`config.mk`:
```
export PLATFORM = sky130hd
export DESIGN_NAME = modulo_tabuleiro_scan
export DESIGN_NICKNAME = d
export VERILOG_FILES = /design/src/rtl/modulo_tabuleiro_scan_pkg.sv /design/src/rtl/modulo_tabuleiro_scan_coluna.sv /design/src/rtl/modulo_tabuleiro_scan.sv
export SDC_FILE = /design/constraint.sdc
export NUM_CORES = 1
export LEC_CHECK = 0
export CAP_MARGIN = 0
export CORE_MARGIN = 3
export CORE_UTILIZATION = 55
export DETAILED_ROUTE_END_ITERATION = 10
export DONT_BUFFER_PORTS = 1
export PLACE_DENSITY = 0.7
export SYNTH_ARGS = -nofsm -noshare
export SYNTH_HDL_FRONTEND = slang
export SYNTH_SLANG_ARGS = --single-unit
```
`constraint.sdc`:
```
create_clock -name clk -period 5.3 [get_ports clk]
set_input_delay 0.53 -clock clk [delete_from_list [all_inputs] [get_ports clk]]
set_output_delay 0.53 -clock clk [all_outputs]
set_load 0.01 [all_outputs]
```
`src/rtl/modulo_tabuleiro_scan_pkg.sv`:
```
// Shared types and defaults for the battleship board: FSM states, display modes, board defaults.
package pkg_tabuleiro;

    localparam int DEF_ROWS  = 7;
    localparam int DEF_COLS  = 5;
    localparam int DEF_DWELL = 1024;

    typedef enum logic [1:0] {
        IDLE = 2'd0,
        PLAY = 2'd1,
        OVER = 2'd2
    } state_t;

    localparam logic [1:0] MODE_BLANK = 2'b00;
    localparam logic [1:0] MODE_POS   = 2'b01;
    localparam logic [1:0] MODE_ATK   = 2'b10;

    // 7-bit result so a full 8x8 board (64 ships) is representable.
    function automatic logic [6:0] popcount64(input logic [63:0] v);
        logic [6:0] n;
        n = '0;
        for (int i = 0; i < 64; i++) begin
            n = n + 7'(v[i]);
        end
        return n;
    endfunction

endpackage

```
`src/rtl/modulo_tabuleiro_scan_coluna.sv`:
```
// Column scanner: prescaler holds each column DWELL cycles, then steps a one-hot column drive.
module modulo_scan_coluna
    import pkg_tabuleiro::*;
#(
    parameter int COLS  = DEF_COLS,
    parameter int DWELL = DEF_DWELL
) (
    input  logic                     clk,
    input  logic                     clr_n,
    input  logic                     run,
    output logic [$clog2(COLS)-1:0]  col_nxt,
    output logic [COLS-1:0]          m_col
);

    localparam int CW = $clog2(COLS);
    localparam int PW = $clog2(DWELL);

    logic [PW-1:0] pre;
    logic [CW-1:0] col_q;
    logic          pre_last;

    assign pre_last = (pre == PW'(DWELL - 1));

    // col_nxt is exported so the row drive can be registered in step with m_col.
    always_comb begin
        col_nxt = col_q;
        if (run && pre_last) begin
            col_nxt = (col_q == CW'(COLS - 1)) ? '0 : col_q + CW'(1);
        end
    end

    always_ff @(posedge clk or negedge clr_n) begin
        if (!clr_n) begin
            pre   <= '0;
            col_q <= '0;
            m_col <= COLS'(1);
        end else if (run) begin
            pre   <= pre_last ? '0 : pre + PW'(1);
            col_q <= col_nxt;
            m_col <= COLS'(1) << col_nxt;
        end
    end

endmodule

```
`src/rtl/modulo_tabuleiro_scan.sv`:
```
// Battleship board: ship-map load, attack resolution and multiplexed LED scan.
// Optional macro TABULEIRO_BLINK_EN makes hit cells blink in attack mode.
module modulo_tabuleiro_scan
    import pkg_tabuleiro::*;
#(
    parameter int ROWS  = DEF_ROWS,
    parameter int COLS  = DEF_COLS,
    parameter int DWELL = DEF_DWELL
) (
    input  logic                 clk,
    input  logic                 clr_n,
    input  logic [1:0]           mode,
    input  logic                 load_valid,
    output logic                 load_ready,
    input  logic [ROWS*COLS-1:0] load_map,
    input  logic                 atk_valid,
    output logic                 atk_ready,
    input  logic [2:0]           atk_row,
    input  logic [2:0]           atk_col,
    output logic                 atk_res_valid,
    output logic                 atk_hit,
    output logic                 atk_repeat,
    output logic                 atk_err,
    output logic [5:0]           hits_left,
    output logic                 game_over,
    output logic [COLS-1:0]      m_col,
    output logic [ROWS-1:0]      m_line,
    output state_t               state_dbg
);

    localparam int N  = ROWS * COLS;
    localparam int CW = $clog2(COLS);

    // Handshakes: a transfer happens on a rising clk edge where valid and ready
    // are both 1; ready never depends on valid, and the two readies are exclusive.

    state_t         state;
    logic [N-1:0]   ship_map;
    logic [N-1:0]   atk_map;
    logic [6:0]     hits_cnt;
    logic           run_q;
    logic [CW-1:0]  col_nxt;

    // Reset is released one edge late so the first state change lands on the second edge.
    always_ff @(posedge clk or negedge clr_n) begin
        if (!clr_n) run_q <= 1'b0;
        else        run_q <= 1'b1;
    end

    modulo_scan_coluna #(
        .COLS  (COLS),
        .DWELL (DWELL)
    ) u_scan (
        .clk     (clk),
        .clr_n   (clr_n),
        .run     (run_q),
        .col_nxt (col_nxt),
        .m_col   (m_col)
    );

    assign load_ready = run_q && ((state == IDLE) || (state == OVER));
    assign atk_ready  = run_q && (state == PLAY);
    assign game_over  = (state == OVER);
    assign hits_left  = hits_cnt[6] ? 6'h3F : hits_cnt[5:0];
    assign state_dbg  = state;

    logic         row_ok, col_ok, in_range;
    logic [5:0]   cell_idx;
    logic [N-1:0] cell_mask;
    logic         cell_ship, cell_seen;
    logic [6:0]   load_pop;

    assign row_ok    = ({1'b0, atk_row} < 4'(ROWS));
    assign col_ok    = ({1'b0, atk_col} < 4'(COLS));
    assign in_range  = row_ok && col_ok;
    assign cell_idx  = 6'(atk_row) * 6'(COLS) + 6'(atk_col);
    assign cell_mask = N'(1) << cell_idx;
    assign cell_ship = |(ship_map & cell_mask);
    assign cell_seen = |(atk_map & cell_mask);
    assign load_pop  = popcount64(64'(load_map));

    logic [N-1:0] atk_lit;

`ifdef TABULEIRO_BLINK_EN
    logic [4:0] blink_cnt;
    logic       frame_wrap;

    // One frame is a full column sweep; bit 4 toggles every 16 frames.
    assign frame_wrap = run_q && m_col[COLS-1] && (col_nxt == '0);
    assign atk_lit    = atk_map & (~ship_map | {N{~blink_cnt[4]}});

    always_ff @(posedge clk or negedge clr_n) begin
        if (!clr_n)          blink_cnt <= '0;
        else if (frame_wrap) blink_cnt <= blink_cnt + 5'd1;
    end
`else
    assign atk_lit = atk_map;
`endif

    logic [ROWS-1:0] pos_line, atk_line, line_nxt;

    always_comb begin
        pos_line = '0;
        atk_line = '0;
        for (int r = 0; r < ROWS; r++) begin
            for (int c = 0; c < COLS; c++) begin
                if (CW'(c) == col_nxt) begin
                    pos_line[r] = ship_map[r*COLS + c];
                    atk_line[r] = atk_lit[r*COLS + c];
                end
            end
        end
        if (mode == MODE_BLANK)    line_nxt = '1;
        else if (mode == MODE_ATK) line_nxt = ~atk_line;
        else                       line_nxt = ~pos_line;
    end

    always_ff @(posedge clk or negedge clr_n) begin
        if (!clr_n) begin
            state         <= IDLE;
            ship_map      <= '0;
            atk_map       <= '0;
            hits_cnt      <= '0;
            atk_res_valid <= 1'b0;
            atk_hit       <= 1'b0;
            atk_repeat    <= 1'b0;
            atk_err       <= 1'b0;
            m_line        <= '1;
        end else if (run_q) begin
            atk_res_valid <= 1'b0;
            atk_hit       <= 1'b0;
            atk_repeat    <= 1'b0;
            atk_err       <= 1'b0;
            m_line        <= line_nxt;
            case (state)
                IDLE, OVER: begin
                    if (load_valid) begin
                        ship_map <= load_map;
                        atk_map  <= '0;
                        hits_cnt <= load_pop;
                        state    <= (load_pop == 7'd0) ? OVER : PLAY;
                    end
                end
                PLAY: begin
                    if (atk_valid) begin
                        atk_res_valid <= 1'b1;
                        if (!in_range) begin
                            atk_err <= 1'b1;
                        end else if (cell_seen) begin
                            atk_repeat <= 1'b1;
                            atk_hit    <= cell_ship;
                        end else begin
                            atk_map <= atk_map | cell_mask;
                            atk_hit <= cell_ship;
                            if (cell_ship) begin
                                hits_cnt <= hits_cnt - 7'd1;
                                if (hits_cnt == 7'd1) state <= OVER;
                            end
                        end
                    end
                end
                default: state <= IDLE;
            endcase
        end
    end

endmodule

```
### Word level (Yosys, flattened, before mapping)

Index checks and enable logic that the tools add are counted.
Widths: inputs -> output; s select.

| storage, ports and cells | value |
|---|---|
| register bits | 109 |
| bits of input ports | 47 |
| output and inout bits | 27 |
| logic and storage cells | 201 |

| operators by class | value |
|---|---|
| add/subtract/negate cells | 38 |
| multipliers | 1 |
| $lt $le $gt $ge | 2 |
| equal/unequal tests | 16 |
| shift-type cells | 2 |
| multiplexer cells | 107 |
| bitwise logic cells | 5 |
| reductions and logical operators | 17 |

Operators with widths:

| cell | number |
|---|---|
| $add 7x1->7 | 28 |
| $mux 35 | 4 |
| $mux 1 | 82 |
| $and 35x35->35 | 2 |
| $pmux 35 s2 | 1 |
| $reduce_or 35->1 | 2 |
| $mux 7 | 7 |
| $or 35x35->35 | 1 |
| $shl 1x6->35 const A | 1 |
| $mux 2 | 7 |
| $not 7->7 | 2 |
| $pmux 7 s2 | 1 |
| $reduce_and 7->1 | 2 |
| $add 10x1->10 const B | 1 |
| $eq 10x10->1 const B | 1 |
| $mux 10 | 1 |
| $ne 2x2->1 const B | 5 |
| $add 6x1->7 | 1 |
| $eq 7x1->1 const B | 1 |
| $logic_not 7->1 | 1 |
| $sub 7x1->7 const B | 1 |
| $add 5x1->6 | 1 |
| $add 6x3->6 | 1 |
| $eq 2x3->1 const A | 2 |
| 25 further kinds | 32 |

### Depth between registers and ports, before layout

Gate-level depths: netlist of the first run.

| depth | value |
|---|---|
| word-level depth | 38 |
| gate-level depth with buffers | 21 |
| gate-level depth less buffers | 21 |

### Cells and area by module

A second synthesis of the first run with hierarchy kept.

| unflattened totals | value |
|---|---|
| cell total of the unflattened synthesis | 822 |
| area, all modules | 7687.4 µm² |

By module, submodules not included:

| module | times used | cells an instance | area each (µm²) | sequential area each (µm²) |
|---|---|---|---|---|
| modulo_tabuleiro_scan | 1 | 738 | 6775.2 | 2285.9 |
| modulo_scan_coluna | 1 | 84 | 912.1 | 451.7 |

### Least setup slack after synthesis of the first run

Ideal clock, no wire load.

| path | value |
|---|---|
| kind | input-to-reg |
| from | input port load_map[11] |
| to | register state[0], in the netlist state_dbg[0] |
| library setup time | 0.126 ns |
| data arrival time | 5.141 ns |
| data required time | 5.174 ns |
| setup slack | 0.033 ns |
| stages on the path | 21 |
| buffers on the path | 0 |
| cell sequence | inv_1 fa_1 inv_1 fa_1 inv_1 fa_1 fa_1 fa_1 fa_1 inv_1 fa_1 inv_1 fa_1 nor2b_1 o21ai_0 nand2b_1 xnor2_1 nand4b_1 nor2_1 nor2_1 a221o_1 |

| on the way | value |
|---|---|
| cells in the longest elaborated chain, start to end | 28 |

RTL lines:

| item | RTL line | source |
|---|---|---|
| start, declared | modulo_tabuleiro_scan.sv:15 | `input logic [ROWS*COLS-1:0] load_map,` |
| $add 7x1->7 (24 in series) | modulo_tabuleiro_scan_pkg.sv:23 | `n = n + 7'(v[i]);` |
| $logic_not 7->1 | modulo_tabuleiro_scan.sv:141 | `state <= (load_pop == 7'd0) ? OVER : PLAY;` |
| $mux 2 | modulo_tabuleiro_scan.sv:141 |  |
| $mux 2 | modulo_tabuleiro_scan.sv:137 | `if (load_valid) begin` |
| $pmux 2 s2 | modulo_tabuleiro_scan.sv:135 | `case (state)` |
| end signal, assigned | modulo_tabuleiro_scan.sv:141 |  |
| end, declared | modulo_tabuleiro_scan.sv:37 | `state_t state;` |

No other way between the ends. The select of a mux whose other input is x is not followed.
A chain may end at the register's enable or synchronous reset.

### Worst setup path in the final report of the first run

Ends and elaborated chain as after synthesis.

==> results of run 1 <==
worst paths after layout:
check / start / endpoint / slack (ns) / cells after the start
min in group clk: load_map[21] / ship_map[21]$_DFFE_PN0P_ / 0.27 / 2
setup reg to reg: u_scan.pre[0]$_DFFE_PN0P_ / m_line[2]$_DFFE_PN1P_ / 1.27 / 10
setup / recovery: load_map[11] / state_dbg[0]$_DFFE_PN0P_ / 0.23 / 21
hold reg to reg: ship_map[8]$_DFFE_PN0P_ / ship_map[8]$_DFFE_PN0P_ / 0.50 / 2
max in group asynchronous: clr_n / u_scan.m_col[0]$_DFFE_PN1P_ / 4.37 / 1
hold / removal: clr_n / atk_lit[18]$_DFFE_PN0P_ / 0.09 / 1
kinds of logic after synthesis:
family | after synthesis | synth area share [%]
XOR/XNOR | 12 | 1.47
AND/OR/NAND/NOR | 260 | 17.2
multiplexers | 42 | 7.80
AO/OA/AOI/OAI | 185 | 17.1
other | 1 | 0.0523
adder cells (fa/ha/maj) | 49 | 11.5
buffers and inverters | 122 | 6.63
flip-flops | 109 | 38.2
registers in the layout, indices dropped and copies added, names as in the netlist:
name,flops
ship_map,35
u_scan.m_col,5
hits_cnt,7
m_line,7
atk_repeat,1
run_q,1
atk_err,1
atk_lit,35
state_dbg,2
atk_res_valid,1
atk_hit,1
u_scan.pre,10
u_scan.col_q,3
through the flow:
step                      std cells  power (mW)
after floorplan                 780        2.53
after global placement          938        3.07
after detailed placement        938        3.17
after CTS                       956        3.91
after global routing            956        4.33
final                           956        4.01
where the power goes:
group          total, mW  internal, mW  switching (mW)  leakage, nW
Combinational       1.90         0.922           0.981         2.05
Clock              0.723         0.378           0.344        0.148
Sequential          1.38          1.10           0.280         1.39
Yosys cell counts (all sizes together), types with 4 or more instances:
| library cell | count | share of area [%] |
|---|---|---|
| o21ai | 86 | 6.0 |
| nor3 | 9 | 0.70 |
| nand2b | 9 | 0.79 |
| nor3b | 6 | 0.63 |
| mux2i | 24 | 3.4 |
| nand4 | 11 | 0.96 |
| nand2 | 121 | 6.3 |
| a21boi | 4 | 0.47 |
| mux2 | 8 | 1.3 |
| a221o | 5 | 0.70 |
| or2 | 8 | 0.70 |
| a22oi | 12 | 1.3 |
| xor2 | 5 | 0.61 |
| nand3 | 22 | 1.5 |
| and3 | 9 | 0.79 |
| dfrtp | 101 | 35 |
| fa | 28 | 7.8 |
| nor2b | 13 | 1.1 |
| ha | 21 | 3.7 |
| mux4 | 10 | 3.1 |
| buf | 14 | 0.98 |
| a21oi | 13 | 0.96 |
| a221oi | 7 | 0.86 |
| clkbuf | 26 | 1.4 |
| inv | 80 | 4.2 |
| dfstp | 8 | 2.9 |
| nor2 | 36 | 1.9 |
| o22ai | 9 | 0.79 |
| xnor2 | 7 | 0.86 |
layer usage:
layer	track usage, %	vias up
met3	6.69	59
met4	13.4	0
met1	37.9	2869
met2	44.5	339
met5	0	-
li1	-	2709
cell type report:
type / count / share of cell area (%)
Multi-Input combinational cell: 549 / 51.0
Sequential cell: 109 / 35.2
Inverter: 82 / 3.95
Timing Repair Buffer: 28 / 2.99
Clock buffer: 9 / 2.89
Tap cell: 172 / 2.77
Clock inverter: 7 / 1.19
what timing repair did:
action                                  CTS  global route
endpoints found under the setup margin    0             3
endpoints found under the hold margin   101             0
resized for setup                         0            11
hold buffers                              2             0
==> flow_metrics.py, run 1 <==
metrics = {
    "timing": {
        "finalSetupViolCount": 0,
        "fmax_mhz": 197,
        "worst_pin_slew_ns": 1.01,
        "finalClockSkew_ns": 0.0166,
        "rsz0062_at_grt": "no",
        "setup_ws_ns": 0.232,
        "slew_violations": 0,
        "fin_hold_ws_ns": 0.0875,
        "timing.final.crit_share_pct": 95.6,
        "hold_violations": 0,
        "maxSlewHeadroom_pct": 30.9,
        "tns_ns": 0,
        "period_needed_ns": 5.07,
    },
    "placement": {
        "dpl_cell_area_um2": 7410,
        "place_congestion": 1.01,
        "portBuffers": 0,
        "hpwl_mm": 14.7,
        "pre_cts_ws_ns": -0.241,
    },
    "yosys": {
        "syn_area_um2": 7170,
        "synth_nets": 876,
        "synth_ff_type": "dfrtp_1",
        "syn_inst": 780,
        "async_reset_ff_share_pct": 100,
        "ys_types": 71,
        "ys_seq_elements": 109,
        "ys_warn_count": 0,
        "avgSynthCellArea_um2": 9.19,
        "ys_seq_area_share_pct": 38.2,
        "synth_edf_count": 0,
    },
    "clock_network": {
        "cts.path.max_buffers": 2,
        "h-tree-depth": 3,
        "clock_latency_ns": 0.37,
        "cts.sinks": 109,
        "clk_pin_slew_ns": 0.08,
        "post_cts_buffers": 0,
        "cts_made_buffers": 9,
        "cts_tree": "built",
        "cts_root_buf": "clkbuf_16",
    },
    "drt": {
        "wl_per_cell_um": 20.8,
        "met1Wirelength_mm": 8.06,
        "ant_nets": 0,
        "route.met2.wl_mm": 9.34,
        "routed_via_density": 6.25,
        "wl_met3_mm": 1.69,
        "via_count": 5976,
        "wl_mm": 19.9,
        "drt_iter0_markers": 731,
        "detail_route.first_pass.iterations": 5,
        "top_layer_used": "met4",
        "drc_errors": 0,
    },
    "setup_path": {
        "path_max_fanout": 2,
        "crit_top_cell": "fa_1",
        "critPathCaptureType": "register",
        "critical_path_class": "in2reg",
        "crit_required_ns": 5.55,
        "cp.arrival_ns": 5.31,
        "startpoint_type": "primary input",
        "crit_family": "adder cells",
        "crit_chain": "inv_2, fa_1, inv_2, fa_1, inv_2, fa_1, fa_1, fa_1, fa_1, inv_2, fa_2, inv_2, fa_2, nor2b_2, o21ai_1, nand2b_1, xnor2_2, nand4b_1, nor2_2, nor2_1, a221o_1",
        "slowest_delay_ns": 0.54,
        "critPathBufInv": 5,
        "crit_slowest_cell": "fa_1",
    },
    "floorplanning": {
        "start_util_pct": 56.6,
        "core_um2": 12700,
        "die_x_um": 120,
        "dieHeight_um": 120,
        "num_rows": 41,
        "pin_count": 74,
        "fp.dieArea_um2": 14400,
    },
    "power_and_ir_drop": {
        "powerDensity_nw_per_um2": 515,
        "leakage_nw": 3.59,
        "vdd_drop_max_mv": 0.912,
    },
    "finish": {
        "area_delta_synth_final_pct": 8.59,
        "final_common_cell": "nand2_1",
        "antenna_cells": 0,
        "multi_input_area_um2": 3970,
        "final_cell_mix": "nand2_1 (121), dfrtp_1 (101), o21ai_0 (85)",
        "drive_gt1_share_pct": 12.0,
        "regArea_um2": 2740,
        "final_area_um2": 7780,
        "fin_nets": 875,
        "n_fill_cell": 1115,
        "utilization_pct": 61.4,
    },
    "global_routing": {
        "grt_max_degree": 102,
        "gr-total-overflow": 0,
        "grt_pass1_vias": 5917,
        "grt_pass1_wl_mm": 31.8,
        "grt_antenna_before_repair": 0,
        "grt_usage_pct": 28.5,
    },
    "outcome": {
        "status": "completed",
    },
    "job": {
        "max_cap_viol_count": 0,
    },
    "worst_hold_path": {
        "hp-class": "in2async",
    },
}
Note: power is estimated with default switching activity, not from simulation.
==> run 2, diff against run 1 <==
--- a/config.mk
+++ b/config.mk
@@ -10,6 +10,7 @@
 export CORE_UTILIZATION = 55
 export DETAILED_ROUTE_END_ITERATION = 10
 export DONT_BUFFER_PORTS = 1
+export GPL_ROUTABILITY_DRIVEN = 0
 export PLACE_DENSITY = 0.7
 export SYNTH_ARGS = -nofsm -noshare
 export SYNTH_HDL_FRONTEND = slang
==> run 2 against run 1 <==
Maximum frequency is 0.49% higher. Flip-flop and latch count is the same. First-iteration DRC count shrank 1.4%. Design area about the same. Combinational power hardly changed. Total power down 0.93%. Global-route usage is essentially flat. Critical path depth did not move. Count of clock-buffer cells in the layout rose by 4. Die area unchanged. Core utilization about the same. Sequential share of layout area about the same. Critical endpoint unchanged. Largest cell class unchanged.
==> flow_metrics.py, run 2 (synthesis results as in run 1) <==
metrics = {
    "outcome": {
        "status": "completed",
    },
    "finish": {
        "fin_nets": 876,
        "regArea_um2": 2740,
        "n_fill_cell": 1096,
        "multi_input_area_um2": 3970,
        "drive_gt1_share_pct": 11.6,
        "antenna_cells": 0,
        "area_delta_synth_final_pct": 8.52,
        "final_cell_mix": "nand2_1 (121), dfrtp_1 (101), o21ai_0 (85)",
        "final_common_cell": "nand2_1",
    },
    "setup_path": {
        "crit_required_ns": 5.55,
        "path_max_fanout": 2,
        "cp.arrival_ns": 5.29,
        "critical_path_class": "in2reg",
        "startpoint_type": "primary input",
        "rr_worst_depth": 10,
        "critPathCaptureType": "register",
    },
    "floorplanning": {
        "dieHeight_um": 120,
        "pin_count": 74,
        "die_x_um": 120,
        "fp.dieArea_um2": 14400,
        "core_um2": 12700,
        "num_rows": 41,
        "start_util_pct": 56.6,
    },
    "timing": {
        "rsz0062_at_grt": "no",
        "finalSetupViolCount": 0,
        "maxSlewHeadroom_pct": 31.3,
        "timing.final.crit_share_pct": 95.2,
        "period_needed_ns": 5.04,
        "slew_violations": 0,
        "fmax_mhz": 198,
        "tns_ns": 0,
        "worst_pin_slew_ns": 1.00,
        "fin_hold_ws_ns": 0.00892,
        "finalClockSkew_ns": 0.0112,
        "hold_violations": 0,
    },
    "placement": {
        "portBuffers": 0,
        "hpwl_mm": 14.4,
    },
    "global_routing": {
        "grt_usage_pct": 28.5,
        "grt_antenna_before_repair": 0,
        "grt_pass1_wl_mm": 32.0,
        "grt_max_degree": 102,
        "grt_pass1_vias": 6084,
        "gr-total-overflow": 0,
    },
    "power_and_ir_drop": {
        "p_seq_share_pct": 34.5,
        "switchingPower_mw": 1.55,
        "swShare_pct": 39.1,
        "combPwrFrac_pct": 47.8,
        "vdd_drop_max_mv": 0.840,
        "leakage_nw": 3.59,
        "powerDensity_nw_per_um2": 510,
        "internal-power_mw": 2.42,
        "clock_power_share_pct": 17.7,
    },
    "clock_network": {
        "cts_tree": "built",
        "cts_made_buffers": 9,
        "h-tree-depth": 3,
        "cts.sinks": 109,
        "cts.path.max_buffers": 2,
        "clk_pin_slew_ns": 0.07,
        "clock_latency_ns": 0.36,
        "cts_root_buf": "clkbuf_16",
    },
    "drt": {
        "detail_route.first_pass.iterations": 5,
        "wl_mm": 19.8,
        "ant_nets": 0,
        "drt_iter0_markers": 721,
        "wl_per_cell_um": 20.7,
        "via_count": 6093,
        "drc_errors": 0,
        "routed_via_density": 6.37,
    },
    "worst_hold_path": {
        "hp-class": "in2async",
    },
    "job": {
        "max_cap_viol_count": 0,
    },
}
[run 2: layer usage]
layer / up-vias / routed length (um) / global-route usage (%)
met1: 2998 / 7930 / 37.8
li1: 2721 / - / -
met4: 0 / 756 / 13.6
met2: 307 / 9630 / 45.5
met5: - / 0 / 0
met3: 67 / 1500 / 5.18
[run 2: path summary, 6_finish.rpt]
| path | startpoint | end | slack, ns |
|---|---|---|---|
| max | load_map[11] | state_dbg[0]$_DFFE_PN0P_ | 0.26 |
| min | clr_n | m_line[4]$_DFFE_PN1P_ | 0.009 |
| min in group clk | load_map[12] | ship_map[12]$_DFFE_PN0P_ | 0.28 |
| min reg2reg | u_scan.m_col[0]$_DFFE_PN1P_ | u_scan.m_col[0]$_DFFE_PN1P_ | 0.50 |
| max reg2reg | u_scan.pre[0]$_DFFE_PN0P_ | m_line[4]$_DFFE_PN1P_ | 1.36 |
| max in group asynchronous | clr_n | m_line[0]$_DFFE_PN1P_ | 4.59 |
[run 2: worst max-delay path: stages]
cell and delay [ns]:
inv_2 0.03, fa_1 0.54, inv_2 0.04, fa_1 0.48
inv_1 0.05, fa_1 0.47, fa_1 0.54, fa_1 0.44
fa_1 0.52, inv_2 0.04, fa_2 0.34, inv_2 0.07
fa_2 0.18, nor2b_1 0.04, o21ai_1 0.11, nand2b_1 0.08
xnor2_1 0.19, nand4b_1 0.13, nor2_2 0.14, nor2_1 0.05
a221o_1 0.28
[run 2: power groups by stage]
stage,sequential (mW),combinational [mW],clock [mW]
after CTS,1.36,1.78,0.707
after floorplan,1.28,1.25,0
after global placement,1.36,1.70,0
after global routing,1.40,2.16,0.736
after detailed placement,1.37,1.76,0
final,1.37,1.90,0.702
[run 2: what timing repair did]
action | in CTS | in global routing
hold endpoints to repair | 101 | 4
resized for setup | 0 | 10
setup endpoints to repair | 0 | 2
hold buffers | 1 | 2
setup buffers | 0 | 1
[run 2: cell type report]
type	count	area share, %
Clock inverter	3	0.563
Inverter	82	3.96
Sequential cell	109	35.2
Timing Repair Buffer	29	3.12
Tap cell	172	2.77
Multi-Input combinational cell	549	51.0
Clock buffer	13	3.35
[run 2: metrics by stage]
step | utilization (%) | cells | setup WS, ns | cell area, um2 | power, mW
floorplan | - | 780 | 0.0330 | 7170 | 2.53
global placement | 58.4 | 937 | -0.103 | 7400 | 3.06
detailed placement | 58.4 | 937 | -0.215 | 7400 | 3.13
CTS | 61.0 | 954 | 0.157 | 7730 | 3.85
global route | 61.4 | 957 | 0.0115 | 7780 | 4.30
finish | 61.4 | 957 | 0.256 | 7780 | 3.97
==> run 3, diff against run 2 <==
--- a/config.mk
+++ b/config.mk
@@ -8,10 +8,12 @@
 export CAP_MARGIN = 0
 export CORE_MARGIN = 3
 export CORE_UTILIZATION = 55
+export CTS_BUF_LIST = sky130_fd_sc_hd__clkbuf_8 sky130_fd_sc_hd__clkbuf_16
 export DETAILED_ROUTE_END_ITERATION = 10
 export DONT_BUFFER_PORTS = 1
 export GPL_ROUTABILITY_DRIVEN = 0
 export PLACE_DENSITY = 0.7
+export SLEW_MARGIN = 40
 export SYNTH_ARGS = -nofsm -noshare
 export SYNTH_HDL_FRONTEND = slang
 export SYNTH_SLANG_ARGS = --single-unit
==> run 3 against run 2 <==
Clock skew up 0.0017 ns. Routed wire length grew 0.25%. Combinational power is 4% lower. Via count shrank 0.80%. Register-to-register slack better by 0.23 ns. Sequential share of layout area hardly changed. Critical endpoint unchanged. Design area hardly changed. Maximum frequency up 0.33%. Core utilization hardly changed.
==> flow_metrics.py, run 3 (synthesis results as in run 1) <==
metrics = {
    "floorplanning": {
        "pin_count": 74,
        "dieHeight_um": 120,
        "core_um2": 12700,
        "die_x_um": 120,
        "start_util_pct": 56.6,
        "num_rows": 41,
        "fp.dieArea_um2": 14400,
    },
    "timing": {
        "finalClockSkew_ns": 0.0129,
        "maxSlewHeadroom_pct": 43.3,
        "worst_pin_slew_ns": 0.850,
        "hold_violations": 0,
        "period_needed_ns": 5.03,
        "fmax_mhz": 199,
        "fin_hold_ws_ns": 0.0949,
        "slew_violations": 0,
        "rsz0062_at_grt": "no",
        "finalSetupViolCount": 0,
        "timing.final.crit_share_pct": 94.8,
    },
    "power_and_ir_drop": {
        "p_total_mw": 3.86,
        "vdd_drop_max_mv": 0.627,
        "leakage_nw": 3.59,
        "powerDensity_nw_per_um2": 496,
    },
    "drt": {
        "via_count": 6044,
        "wl_per_cell_um": 20.7,
        "drt_iter0_markers": 720,
        "drc_errors": 0,
        "detail_route.first_pass.iterations": 5,
        "ant_nets": 0,
        "wl_mm": 19.9,
        "routed_via_density": 6.31,
    },
    "worst_hold_path": {
        "hp-class": "in2async",
    },
    "setup_path": {
        "cp.arrival_ns": 5.28,
        "path_max_fanout": 2,
        "crit_required_ns": 5.55,
        "rr_worst_depth": 8,
        "critical_path_class": "in2reg",
        "critPathCaptureType": "register",
        "startpoint_type": "primary input",
    },
    "clock_network": {
        "clk_pin_slew_ns": 0.07,
        "cts_root_buf": "clkbuf_16",
        "h-tree-depth": 3,
        "clock_latency_ns": 0.37,
        "cts_tree": "built",
        "cts.sinks": 109,
        "cts_made_buffers": 9,
        "cts.path.max_buffers": 2,
        "post_cts_buffers": 0,
    },
    "global_routing": {
        "grt_pass1_wl_mm": 31.8,
        "grt_antenna_before_repair": 0,
        "grt_usage_pct": 28.5,
        "gr-total-overflow": 0,
        "grt_pass1_vias": 5977,
        "grt_max_degree": 102,
    },
    "finish": {
        "final_common_cell": "nand2_1",
        "fin_nets": 877,
        "multi_input_area_um2": 3980,
        "n_fill_cell": 1113,
        "area_delta_synth_final_pct": 8.57,
        "drive_gt1_share_pct": 11.6,
        "final_cell_mix": "nand2_1 (121), dfrtp_1 (101), o21ai_0 (85)",
        "regArea_um2": 2740,
        "antenna_cells": 0,
        "finalNonFillerCells": 958,
    },
    "placement": {
        "portBuffers": 0,
        "hpwl_mm": 14.4,
        "dp_cells": 937,
    },
    "job": {
        "max_cap_viol_count": 0,
    },
    "outcome": {
        "status": "completed",
    },
}
==> run 3: final timing paths <==
check	start	end	slack [ns]
max	load_map[11]	state_dbg[0]$_DFFE_PN0P_	0.27
min	clr_n	atk_lit[29]$_DFFE_PN0P_	0.09
max reg2reg	u_scan.pre[0]$_DFFE_PN0P_	m_line[4]$_DFFE_PN1P_	1.59
min reg2reg	u_scan.pre[6]$_DFFE_PN0P_	u_scan.pre[6]$_DFFE_PN0P_	0.49
max in group asynchronous	clr_n	m_line[0]$_DFFE_PN1P_	4.53
min in group clk	load_map[21]	ship_map[21]$_DFFE_PN0P_	0.28
==> run 3: repair_timing <==
item | CTS | global route
hold buffers | 4 | 1
resized for setup | 0 | 5
endpoints found under the hold margin | 101 | 1
setup endpoints to repair | 0 | 1
==> run 3: layout make-up <==
| class | instances | share of cell area (%) |
|---|---|---|
| Multi-Input combinational cell | 549 | 51.1 |
| Sequential cell | 109 | 35.2 |
| Inverter | 82 | 3.96 |
| Timing Repair Buffer | 30 | 3.28 |
| Clock buffer | 11 | 3.25 |
| Tap cell | 172 | 2.77 |
| Clock inverter | 5 | 0.434 |
==> run 3: per-stage QoR <==
step | setup slack, ns | utilization (%) | setup TNS (ns) | cell area (um2)
final | 0.273 | 61.4 | 0 | 7780
after global routing | 0.0359 | 61.4 | 0 | 7780
after CTS | 0.182 | 61.2 | 0 | 7750
after detailed placement | -0.203 | 58.5 | -0.309 | 7410
after global placement | -0.103 | 58.4 | -0.103 | 7400
after floorplan | 0.0330 | - | 0 | 7170
==> run 3: worst max-delay path: stages <==
cell,delay [ns]
inv_1,0.05
fa_1,0.53
inv_1,0.05
fa_1,0.48
inv_1,0.05
fa_1,0.47
fa_1,0.54
fa_1,0.44
fa_1,0.50
inv_1,0.05
fa_2,0.34
inv_2,0.06
fa_2,0.18
nor2b_1,0.04
o21ai_1,0.11
nand2b_1,0.08
xnor2_1,0.19
nand4b_1,0.13
nor2_2,0.14
nor2_1,0.05
a221o_1,0.27
==> run 3: where the power goes <==
part | internal, mW | total (mW) | switching [mW]
combinational | 0.888 | 1.82 | 0.937
sequential | 1.10 | 1.37 | 0.267
clock | 0.345 | 0.667 | 0.322
total | 2.33 | 3.86 | 1.53
==> run 3: routing by layer <==
| layer | vias up | part of all wire, % | global-route usage (%) |
|---|---|---|---|
| met5 | - | 0 | 0 |
| met4 | 0 | 4.2 | 13.0 |
| met3 | 66 | 8.0 | 5.89 |
| met2 | 331 | 48 | 46.5 |
| met1 | 2931 | 40 | 36.8 |
| li1 | 2716 | - | - |
